$ cat src/rtl/ob_tristate_release_seq.sv
// Power-up / safe-state sequencer for output buffers: holds global tristate after reset,
// then releases TSALL and each OE group in turn with programmable spacing.
//
// state      | meaning
// -----------+--------------------------------------------------------------
// HOLD       | idle, TSALL=1, OE=0, waiting for EN
// WAIT_INIT  | counting INIT_DLY before TSALL release
// RELEASE    | TSALL released, stepping OE groups every STEP_DLY cycles
// RUN        | all groups driving, DONE=1
// SAFE_ST    | forced high-Z while SAFE is held
module ob_tristate_release_seq #(
    parameter int NGRP     = 4,
    parameter int INIT_DLY = 16,
    parameter int STEP_DLY = 4,
    parameter int CW       = 8
) (
    input  logic            clk_i,
    input  logic            rst_i,
    input  logic            en_i,
    input  logic            safe_i,
    output logic            tsall_o,
    output logic [NGRP-1:0] oe_o,
    output logic            busy_o,
    output logic            done_o
);

    localparam int IW = (NGRP > 1) ? $clog2(NGRP) : 1;

    localparam logic [2:0] ST_HOLD      = 3'd0;
    localparam logic [2:0] ST_WAIT_INIT = 3'd1;
    localparam logic [2:0] ST_RELEASE   = 3'd2;
    localparam logic [2:0] ST_RUN       = 3'd3;
    localparam logic [2:0] ST_SAFE      = 3'd4;

    localparam logic [CW-1:0] INIT_LOAD = CW'(INIT_DLY - 1);
    localparam logic [CW-1:0] STEP_LOAD = CW'(STEP_DLY - 1);
    localparam logic [IW-1:0] IDX_LAST  = IW'(NGRP - 1);

    logic [2:0]      state_q, state_d;
    logic [CW-1:0]   cnt_q, cnt_d;
    logic [IW-1:0]   idx_q, idx_d;
    logic            tsall_q, tsall_d;
    logic [NGRP-1:0] oe_q, oe_d;
    logic            busy_q, busy_d;
    logic            done_q, done_d;

    logic seq_active;
    assign seq_active = (state_q == ST_WAIT_INIT) || (state_q == ST_RELEASE) || (state_q == ST_RUN);

    always_comb begin
        state_d = state_q;
        cnt_d   = cnt_q;
        idx_d   = idx_q;
        tsall_d = tsall_q;
        oe_d    = oe_q;
        busy_d  = busy_q;
        done_d  = done_q;

        if (safe_i) begin
            state_d = ST_SAFE;
            cnt_d   = '0;
            idx_d   = '0;
            tsall_d = 1'b1;
            oe_d    = '0;
            busy_d  = 1'b0;
            done_d  = 1'b0;
        end else if (!en_i && seq_active) begin
            // Abort drops everything; no partial release survives.
            state_d = ST_HOLD;
            cnt_d   = '0;
            idx_d   = '0;
            tsall_d = 1'b1;
            oe_d    = '0;
            busy_d  = 1'b0;
            done_d  = 1'b0;
        end else begin
            case (state_q)
                ST_HOLD: begin
                    if (en_i) begin
                        state_d = ST_WAIT_INIT;
                        cnt_d   = INIT_LOAD;
                        busy_d  = 1'b1;
                    end
                end
                ST_WAIT_INIT: begin
                    if (cnt_q == '0) begin
                        state_d = ST_RELEASE;
                        tsall_d = 1'b0;
                        cnt_d   = STEP_LOAD;
                        idx_d   = '0;
                    end else begin
                        cnt_d = cnt_q - CW'(1);
                    end
                end
                ST_RELEASE: begin
                    if (cnt_q == '0) begin
                        for (int i = 0; i < NGRP; i++) begin
                            if (IW'(i) == idx_q) begin
                                oe_d[i] = 1'b1;
                            end
                        end
                        if (idx_q == IDX_LAST) begin
                            state_d = ST_RUN;
                            done_d  = 1'b1;
                            busy_d  = 1'b0;
                        end else begin
                            idx_d = idx_q + IW'(1);
                            cnt_d = STEP_LOAD;
                        end
                    end else begin
                        cnt_d = cnt_q - CW'(1);
                    end
                end
                ST_RUN: begin
                    state_d = ST_RUN;
                end
                ST_SAFE: begin
                    state_d = ST_HOLD;
                end
                default: begin
                    state_d = ST_HOLD;
                    cnt_d   = '0;
                    idx_d   = '0;
                    tsall_d = 1'b1;
                    oe_d    = '0;
                    busy_d  = 1'b0;
                    done_d  = 1'b0;
                end
            endcase
        end
    end

    always_ff @(posedge clk_i) begin
        if (rst_i) begin
            state_q <= ST_HOLD;
            cnt_q   <= '0;
            idx_q   <= '0;
            tsall_q <= 1'b1;
            oe_q    <= '0;
            busy_q  <= 1'b0;
            done_q  <= 1'b0;
        end else begin
            state_q <= state_d;
            cnt_q   <= cnt_d;
            idx_q   <= idx_d;
            tsall_q <= tsall_d;
            oe_q    <= oe_d;
            busy_q  <= busy_d;
            done_q  <= done_d;
        end
    end

    assign tsall_o = tsall_q;
    assign oe_o    = oe_q;
    assign busy_o  = busy_q;
    assign done_o  = done_q;

endmodule

$ cat config.mk
export PLATFORM = sky130hd
export DESIGN_NAME = ob_tristate_release_seq
export DESIGN_NICKNAME = d
export VERILOG_FILES = /design/src/rtl/ob_tristate_release_seq.sv
export SDC_FILE = /design/constraint.sdc
export NUM_CORES = 1
export LEC_CHECK = 0
export ABC_AREA = 1
export BUFFER_PORTS_ARGS = -buffer_cell sky130_fd_sc_hd__buf_2
export CORE_AREA = 2 2 52 54
export CTS_BUF_LIST = sky130_fd_sc_hd__clkbuf_2
export DETAILED_ROUTE_END_ITERATION = 6
export DIE_AREA = 0 0 54 56
export PLACE_DENSITY_LB_ADDON = 0.2
export SLEW_MARGIN = 20
export SYNTH_ARGS = -nofsm -noshare
export SYNTH_HDL_FRONTEND = slang
export SYNTH_SLANG_ARGS = --single-unit
$ cat constraint.sdc
create_clock -name clk_i -period 1.7 [get_ports clk_i]
set_clock_uncertainty 0.1 [all_clocks]
set_input_delay 0.085 -clock clk_i [delete_from_list [all_inputs] [get_ports clk_i]]
set_output_delay 0.085 -clock clk_i [all_outputs]
set_load 0.02 [all_outputs]
==> impl_metrics.tcl <==
set metrics [dict create \
    cp_num_cells 9 \
    final_core_util_pct 57.92 \
    drv_cap 0 \
    grt_pass1_vias 1066 \
    detail_route.iter0.violations 26 \
    grt_pass1_wl_mm 4.450 \
    critical_path_buf_inv_count 2 \
    crit_fanout 9 \
    clockRootBuffer "sky130_fd_sc_hd__clkbuf_2" \
    syn-instance-count 173 \
    initial_core_util_pct 52.37 \
    maxSlewViolCount 0 \
    cp-endpoint "done_o$_SDFFE_PP0P_" \
    vias_per_cell 5.243 \
    slowest_stage "sky130_fd_sc_hd__dfxtp_1" \
    drc 0 \
    route.detailed.wl_per_inst_um 12.24 \
    final-setup-viol-count 0 \
    grt_max_degree 11 \
    boundaryPins 11 \
    clk_transition_reported_paths_ns 0.18 \
    vdd_drop_max_mv 0.4009 \
    clkPwrFrac_pct 20.9 \
    power.sequential.fraction_pct 49.3 \
    clock_tree.htree_level_count 1 \
    dp.final_hpwl_mm 2.038 \
    die-width_um 54 \
    path_delay_family "simple AND/OR/NAND/NOR gates" \
    post-route-min-period_ns 1.575 \
    place.gp.congestion 0.8628 \
    dr.pass1.iters 4 \
    max_clock_freq_mhz 635.0 \
    clock_sink_count 19 \
    required_time_of_the_worst_setup_path_ns 1.82 \
    r2r_start "cnt_q[1]$_SDFFE_PP0P_" \
    status "finished clean" \
    grt_remaining_overflow 0 \
    finalHoldViolCount 0 \
    p_total_uw 972.7 \
    ys_seq_elements 19 \
    ant_diodes 0 \
    placeableCoreArea_mm2 0.002432 \
    number_of_different_library_cells_in_the_post_synthesis_netlist 28 \
    worstPathCellList "inv_1 -> ha_4 -> inv_1 -> nor2_1 -> nand2_4 -> nand2_4 -> nand3_1 -> nand2_1 -> a21oi_1" \
    number_of_antenna_violations_at_the_first_check_in_global_routing 0 \
    timing_worst_setup_path_type "flip-flop to flip-flop" \
    num-fill-cells 232 \
    timing.final.crit_share_pct 92.63 \
    row_count 18 \
    worst_hold_path_type "input pin to flip-flop" \
    post_synth_instance_area_mm2 0.001274 \
    rrSetupSlack_ns 0.13 \
    yosys-top-cells-area "sky130_fd_sc_hd__dfxtp_1, sky130_fd_sc_hd__nand2_1, sky130_fd_sc_hd__inv_1, sky130_fd_sc_hd__a21oi_2, sky130_fd_sc_hd__ha_1" \
    synth_top_area_share_pct 29.86 \
    dieArea_mm2 0.003024 \
    io_buffers 10 \
    drt-total-wl_mm 2.668 \
    crit_path_start_kind "flip-flop" \
    ff2ff_path_depth 9 \
    mostFrequentLayoutCells "sky130_fd_sc_hd__nand2_1, sky130_fd_sc_hd__inv_1, sky130_fd_sc_hd__dfxtp_1" \
    critPathArrivalTime_ns 1.69 \
    tritoncts "yes" \
    post_route_cells_drive_above_1_share_pct 28.72 \
    synth_top_cell_by_area "sky130_fd_sc_hd__dfxtp_1" \
    crit_path_start "cnt_q[1]$_SDFFE_PP0P_" \
    power.internal_uw 624.9 \
    synth_net_count 182 \
    detailroute.via_count 1143 \
    worst_r2r_end "done_o$_SDFFE_PP0P_" \
    final_design_area_no_fill_mm2 0.001409 \
    synth.yosys.warnings 0 \
    synthesis.area_per_instance_um2 7.363 \
    timing_worst_slew_pin_value_ns 0.3044 \
    fp.dieH_um 56 \
    proportion_of_synthesized_chip_area_in_sequential_cells_pct 29.86 \
    largest_buffer_count_on_any_clock_path 2 \
    area_delta_synth_final_pct 10.61 \
    power_per_cell_area_mw_per_mm2 690.4 \
    grt_usage_pct 19.31 \
    layout.cells.most_common "sky130_fd_sc_hd__nand2_1" \
    endpoint_type_of_the_worst_setup_path "flip-flop" \
    maxSlewHeadroom_pct 79.68 \
    num-nets-final 198 \
    combPwrFrac_pct 29.8 \
    clock_latency_of_the_later_clocked_register_in_the_worst_skew_pair_ns 0.30 \
    postPlaceCellArea_mm2 0.001350 \
    ant_nets 0 \
    total_switching_power_uw 347.7 \
    critical-path-max-stage-delay_ns 0.37 \
    cts_buffers 3 \
    static-leakage-power_uw 0.0006048 \
    p_sw_share_pct 35.75 \
]
-- worst min-delay path: cells and delay by family --
family                 cells  cell delay [ns]
buffers and inverters      2             0.13
AO/OA/AOI/OAI              1             0.06
AND/OR/NAND/NOR            1             0.18
-- repair_timing --
action	CTS	global route
hold endpoints to repair	1	0
endpoints found under the setup margin	1	18
pin swaps	0	1
hold buffers	2	0
resized for setup	1	4
setup buffers	0	0
-- worst min path at each step --
stage,startpoint,endpoint,slack (ns),cells past startpoint
floorplan,rst_i,state_q[2]$_SDFFE_PP0P_,0.06,1
global placement,rst_i,state_q[2]$_SDFFE_PP0P_,0.16,2
detailed placement,rst_i,state_q[2]$_SDFFE_PP0P_,0.16,2
CTS,safe_i,done_o$_SDFFE_PP0P_,0.06,4
global route,safe_i,done_o$_SDFFE_PP0P_,0.09,4
finish,safe_i,idx_q[0]$_SDFFE_PP0P_,0.07,4
-- layout make-up --
cell class              instances  area [µm²]  share of cell area, %
clock buffers                   4       20.02                  1.421
inverters                      28       110.1                  7.815
multi-input cells             123       774.5                  54.97
flip-flops and latches         19       381.6                  27.09
well taps                      30       37.54                  2.664
repair buffers                 14       85.08                  6.039
-- stage by stage --
stage / TNS [ns] / hold WS (ns) / setup slack (ns) / cells
finish: 0 / 0.06516 / 0.1252 / 218
floorplan: 0 / 0.05738 / 0.2285 / 173
global route: -0.007672 / 0.08866 / -0.007672 / 218
CTS: 0 / 0.06404 / 0.04483 / 218
global placement: 0 / 0.1573 / 0.1015 / 212
detailed placement: 0 / 0.1584 / 0.02329 / 212
-- logic make-up after synthesis --
family                     synth area share, %
AOI/OAI and AO/OA                        15.62
adders and majority gates                4.912
xor gates and xnor gates                0.6877
DFF                                      29.86
buffers and inverters                    10.71
and+or+nand+nor                          38.21
-- power by group through the flow --
stage	combinational, µW	sequential [µW]	clock [µW]
global route	323	482	226
finish	290	479	203
global placement	266	488	0
detailed placement	272	488	0
floorplan	217	489	0
CTS	278	479	209
-- cells in the mapped netlist --
library cell	count
sky130_fd_sc_hd__nand2_4	4
sky130_fd_sc_hd__nand2_8	1
sky130_fd_sc_hd__o21ai_0	4
sky130_fd_sc_hd__inv_6	1
sky130_fd_sc_hd__nand3b_1	2
sky130_fd_sc_hd__a21oi_1	10
sky130_fd_sc_hd__nand3_4	1
sky130_fd_sc_hd__nand2_1	33
sky130_fd_sc_hd__o211ai_1	3
sky130_fd_sc_hd__a31oi_1	1
sky130_fd_sc_hd__o21bai_1	1
sky130_fd_sc_hd__nand2_2	5
sky130_fd_sc_hd__o21ai_1	1
sky130_fd_sc_hd__a21oi_2	9
sky130_fd_sc_hd__inv_2	5
sky130_fd_sc_hd__nand4_1	9
sky130_fd_sc_hd__ha_1	5
sky130_fd_sc_hd__nand3_2	1
sky130_fd_sc_hd__nor2_2	3
sky130_fd_sc_hd__dfxtp_1	19
sky130_fd_sc_hd__o21ai_2	1
sky130_fd_sc_hd__nand3_1	11
sky130_fd_sc_hd__nor2_4	4
sky130_fd_sc_hd__nor2_1	13
sky130_fd_sc_hd__buf_6	1
sky130_fd_sc_hd__buf_4	2
sky130_fd_sc_hd__xnor2_1	1
sky130_fd_sc_hd__inv_1	22
-- sequential cells by signal, indices dropped and copies added (netlist names) --
name and count:
cnt_q 8, done_o 1, oe_o 3, idx_q 2
state_q 3, busy_o 1, tsall_o 1
-- per-layer routing --
metal  up-vias  wire (µm)  global-route usage [%]
met2        28       1387                   32.58
met3         2         89                   2.419
met1       523       1182                   25.62
met5         -          0                       0
met4         0          8                   4.286
li1        590          -                       -
(Power assumes the default switching activity.)
